## src/rtl/stream_demux.sv

```systemverilog
// stream_demux: 1-to-N valid/ready stream demultiplexer.
// The channel is chosen by `sig` on the first beat of a packet and held until
// `in_last`. Packets addressed past the last channel are swallowed and counted.
module stream_demux #(
    parameter int DATA_W = 8,
    parameter int N_CH   = 4,
    parameter int SEL_W  = 2
) (
    input  logic                     clk,
    input  logic                     rst_n,
    input  logic                     enable,
    input  logic [SEL_W-1:0]         sig,
    input  logic                     in_valid,
    output logic                     in_ready,
    input  logic [DATA_W-1:0]        in_data,
    input  logic                     in_last,
    output logic [N_CH-1:0]          out_valid,
    input  logic [N_CH-1:0]          out_ready,
    output logic [N_CH*DATA_W-1:0]   out_data,
    output logic [N_CH-1:0]          out_last,
    output logic                     busy,
    output logic                     err,
    output logic [7:0]               drop_cnt
);

    typedef enum logic [1:0] {
        IDLE   = 2'd0,
        LOCKED = 2'd1,
        DROP   = 2'd2
    } state_e;

    // One extra bit so N_CH == 2**SEL_W is representable in the compare.
    localparam logic [SEL_W:0] CH_LIM = (SEL_W+1)'(N_CH);

    state_e                  state_q, state_d;
    logic [SEL_W-1:0]        lock_ch_q, lock_ch_d;
    logic [N_CH-1:0]         out_valid_q, out_valid_d;
    logic [N_CH*DATA_W-1:0]  out_data_q, out_data_d;
    logic [N_CH-1:0]         out_last_q, out_last_d;
    logic                    err_q, err_d;
    logic [7:0]              drop_cnt_q, drop_cnt_d;

    logic                    sig_ok;
    logic [SEL_W-1:0]        target;
    logic                    tgt_ready;
    logic                    accept;
    logic                    route;

    // Handshake, per-channel output register updates and next-state logic.
    always_comb begin
        sig_ok    = ({1'b0, sig} < CH_LIM);
        target    = (state_q == LOCKED) ? lock_ch_q : sig;

        // A channel accepts when empty or draining this cycle (pass-through).
        tgt_ready = 1'b0;
        for (int k = 0; k < N_CH; k++) begin
            if (target == SEL_W'(k)) begin
                tgt_ready = !out_valid_q[k] | out_ready[k];
            end
        end

        case (state_q)
            IDLE:    in_ready = enable & (sig_ok ? tgt_ready : 1'b1);
            LOCKED:  in_ready = enable & tgt_ready;
            default: in_ready = enable;
        endcase

        accept = in_valid & in_ready;
        route  = accept & (((state_q == IDLE) & sig_ok) | (state_q == LOCKED));

        out_valid_d = out_valid_q;
        out_data_d  = out_data_q;
        out_last_d  = out_last_q;
        for (int k = 0; k < N_CH; k++) begin
            if (route && (target == SEL_W'(k))) begin
                out_valid_d[k]                = 1'b1;
                out_data_d[k*DATA_W +: DATA_W] = in_data;
                out_last_d[k]                 = in_last;
            end else if (out_ready[k]) begin
                out_valid_d[k] = 1'b0;
            end
        end

        state_d    = state_q;
        lock_ch_d  = lock_ch_q;
        err_d      = 1'b0;
        drop_cnt_d = drop_cnt_q;

        if (accept) begin
            case (state_q)
                IDLE: begin
                    if (sig_ok) begin
                        if (!in_last) begin
                            lock_ch_d = sig;
                            state_d   = LOCKED;
                        end
                    end else begin
                        err_d = 1'b1;
                        if (drop_cnt_q != 8'hFF) begin
                            drop_cnt_d = drop_cnt_q + 8'd1;
                        end
                        if (!in_last) begin
                            state_d = DROP;
                        end
                    end
                end
                LOCKED: if (in_last) state_d = IDLE;
                DROP:   if (in_last) state_d = IDLE;
                default: state_d = IDLE;
            endcase
        end
    end

    // State, output registers and status counters with synchronous reset.
    always_ff @(posedge clk) begin
        if (!rst_n) begin
            state_q     <= IDLE;
            lock_ch_q   <= '0;
            out_valid_q <= '0;
            out_data_q  <= '0;
            out_last_q  <= '0;
            err_q       <= 1'b0;
            drop_cnt_q  <= 8'd0;
        end else begin
            state_q     <= state_d;
            lock_ch_q   <= lock_ch_d;
            out_valid_q <= out_valid_d;
            out_data_q  <= out_data_d;
            out_last_q  <= out_last_d;
            err_q       <= err_d;
            drop_cnt_q  <= drop_cnt_d;
        end
    end

    assign out_valid = out_valid_q;
    assign out_data  = out_data_q;
    assign out_last  = out_last_q;
    assign busy      = (state_q != IDLE);
    assign err       = err_q;
    assign drop_cnt  = drop_cnt_q;

endmodule

```

## config.mk

```make
export PLATFORM = sky130hd
export DESIGN_NAME = stream_demux
export DESIGN_NICKNAME = d
export VERILOG_FILES = /design/src/rtl/stream_demux.sv
export SDC_FILE = /design/constraint.sdc
export NUM_CORES = 1
export LEC_CHECK = 0
export BUFFER_PORTS_ARGS = -buffer_cell sky130_fd_sc_hd__buf_2
export CELL_PAD_IN_SITES_DETAIL_PLACEMENT = 1
export CELL_PAD_IN_SITES_GLOBAL_PLACEMENT = 1
export CORE_MARGIN = 2
export CORE_UTILIZATION = 40
export CTS_BUF_LIST = sky130_fd_sc_hd__clkbuf_8
export CTS_CLUSTER_DIAMETER = 120
export DETAILED_ROUTE_END_ITERATION = 16
export GPL_TIMING_DRIVEN = 0
export PLACE_DENSITY_LB_ADDON = 0.15
export RECOVER_POWER = 100
export SYNTH_ARGS = -nofsm -noshare
export SYNTH_HDL_FRONTEND = slang
export SYNTH_SLANG_ARGS = --single-unit
```

## constraint.sdc

```tcl
create_clock -name clk -period 3.65 [get_ports clk]
set_input_delay 0.365 -clock clk [delete_from_list [all_inputs] [get_ports clk]]
set_output_delay 0.365 -clock clk [all_outputs]
set_load 0.05 [all_outputs]
```

==> impl_metrics.ini <==
[flow_run]
max_cap_violations = 0

[worst_setup_path]
crit_arrival_ps = 2330
start_kind = register
startpoint = state_q[0]
cp-end-kind = output port
r2r_start = state_q[0]
path_class = reg -> out
critical_path.max_fanout = 10
required_ps = 3280

[detailed_routing]
routed_wl_mm = 4.17
vias = 1461
drtIter0Drc = 43
drc = 0
drt_first_pass_iters = 4
ant_nets = 0
viasPerCell = 4.81
wl_per_cell_um = 13.7

[final_layout]
area_delta_synth_final_pct = 21.8
mostFrequentLayoutCell = clkbuf_1
final_cell_mix = 51 x clkbuf_1, 43 x dfxtp_1, 42 x nor2_1
final_util = 0.505
nFillCells = 545
antenna_cells = 0
regArea_um2 = 861
finalInstanceArea_um2 = 2180
drive_gt1_frac = 0.139
multi_input_area_um2 = 800
fin_nets = 271

[logic_synthesis]
synth_cell_types = 31
synth_area_um2 = 1790
ys_ff_latch = 43
syn-instance-count = 177
ys_warn_count = 0
synth_area_per_cell_um2 = 10.1
yosysSeqAreaShare = 0.480

[clocking]
cts.sinks = 43
hold_buffers = 0
cts_resized = 0
cts_tree = built
path_clk_slew_ps = 80
post_cts_buffers = 0
cts-root-buf = clkbuf_8
clk_path_buf_depth = 2
numCtsBuffers = 5
htree_num_levels = 2
clock_latency_ps = 290

[timing]
final-setup-viol-count = 0
worst_clock_skew_ps = 2.06
fmax_mhz = 371
worstMarginPinSlew_ps = 870
finalCritPeriodShare = 0.739
rsz0062_at_grt = false
finalCriticalPeriod_ps = 2700
hold_viol = 0
tns_ps = 0
drv_slew = 0
slew_headroom = 0.420
fin_hold_ws_ps = 343

[power]
power_mw = 0.988
peakVddDrop_uv = 239
p_leak_nw = 0.900
power_density_nw_per_um2 = 452

[global_route]
grt.overflow.total = 0
antenna_found_initial = 0
grt_max_degree = 13
grt_first_pass_wirelength_mm = 6.88
grt_pass1_vias = 1498
gr-usage-all-layers = 0.174

[place]
dpl_cell_area_um2 = 2190
place_congestion = 0.735
port_buffers = 60
dp_hpwl_mm = 3.14

[floorplan]
rows = 24
dieArea_um2 = 5040
initial_core_util = 0.415
io_pins = 70
chipHeight_um = 71.0
die_w_um = 71.0
coreArea_um2 = 4320

[worst_hold_path]
worstHoldPathType = in -> reg
worstHoldStart = in_last

[status]
status = completed
worst max-delay path, cell delays in order, from the launching register on:
cell	delay [ps]
dfxtp_1	330
clkbuf_1	330
or3_1	190
a21oi_1	100
a2111oi_4	440
and2_1	180
clkbuf_1	460
sequential cells by signal (all words and copies together), names as in the netlist:
signal     flops
out_last       4
out_valid      4
lock_ch_q      2
state_q        1
out_data      32
worst paths after layout:
kind,depth (start not counted),slack [ps],end
min,2,340,state_q[0]
max reg2reg,6,1250,out_data[14]
min reg2reg,2,500,out_data[11]
max,6,950,in_ready
Yosys cell counts:
master | n | area, µm²
nand3_1 | 1 | 5.00
nand2_2 | 1 | 6.26
buf_6 | 3 | 33.8
a2111oi_4 | 1 | 27.5
a21o_1 | 1 | 7.51
a21oi_2 | 1 | 8.76
or3_1 | 1 | 6.26
buf_2 | 1 | 5.00
a211oi_2 | 1 | 12.5
a311oi_1 | 1 | 8.76
nand2b_4 | 1 | 13.8
inv_1 | 2 | 7.51
nand2_1 | 6 | 22.5
or3b_1 | 2 | 17.5
a211oi_1 | 1 | 7.51
a21boi_1 | 1 | 7.51
nor3b_2 | 1 | 12.5
buf_4 | 10 | 75.1
conb_1 | 1 | 3.75
dfxtp_1 | 43 | 861
nand3b_1 | 2 | 15.0
o32ai_2 | 1 | 16.3
clkbuf_1 | 4 | 15.0
a21oi_1 | 2 | 10.0
a21boi_0 | 1 | 7.51
nor3_1 | 1 | 5.00
mux2i_1 | 38 | 380
and2_1 | 2 | 12.5
nand2b_1 | 1 | 6.26
nor2_1 | 42 | 158
nor2b_1 | 3 | 18.8
layout make-up:
type,instances,share of cell area
Buffer,18,0.0464
Sequential cell,43,0.394
Multi-Input combinational cell,122,0.366
Clock inverter,2,0.0155
Tap cell,52,0.0298
Inverter,2,0.00344
Timing Repair Buffer,60,0.113
Clock buffer,5,0.0315
stage by stage:
stage	std cells	setup WS, ps
floorplan	185	1360
global placement	297	1630
detailed placement	297	1630
CTS	304	1360
global route	304	777
finish	304	954
metal layers:
layer	GRT usage	routed length, µm
met1	0.205	1800
met2	0.300	2050
met3	0.0484	248
met4	0.0692	70
met5	0	0
kinds of logic (layout without fill, tap and decap cells):
group | Yosys count | after routing | synth area share
flops | 43 | 43 | 0.480
other cells | 1 | 9 | 0.00209
simple gates | 64 | 64 | 0.167
buf+inv | 20 | 87 | 0.0760
mux | 38 | 38 | 0.212
compound gates | 11 | 11 | 0.0635
power by group:
group	total, mW	internal, mW	switching (mW)
Clock	0.351	0.198	0.154
Sequential	0.487	0.481	0.00638
Combinational	0.149	0.0402	0.109
Note: power is estimated with default switching activity, not from simulation.
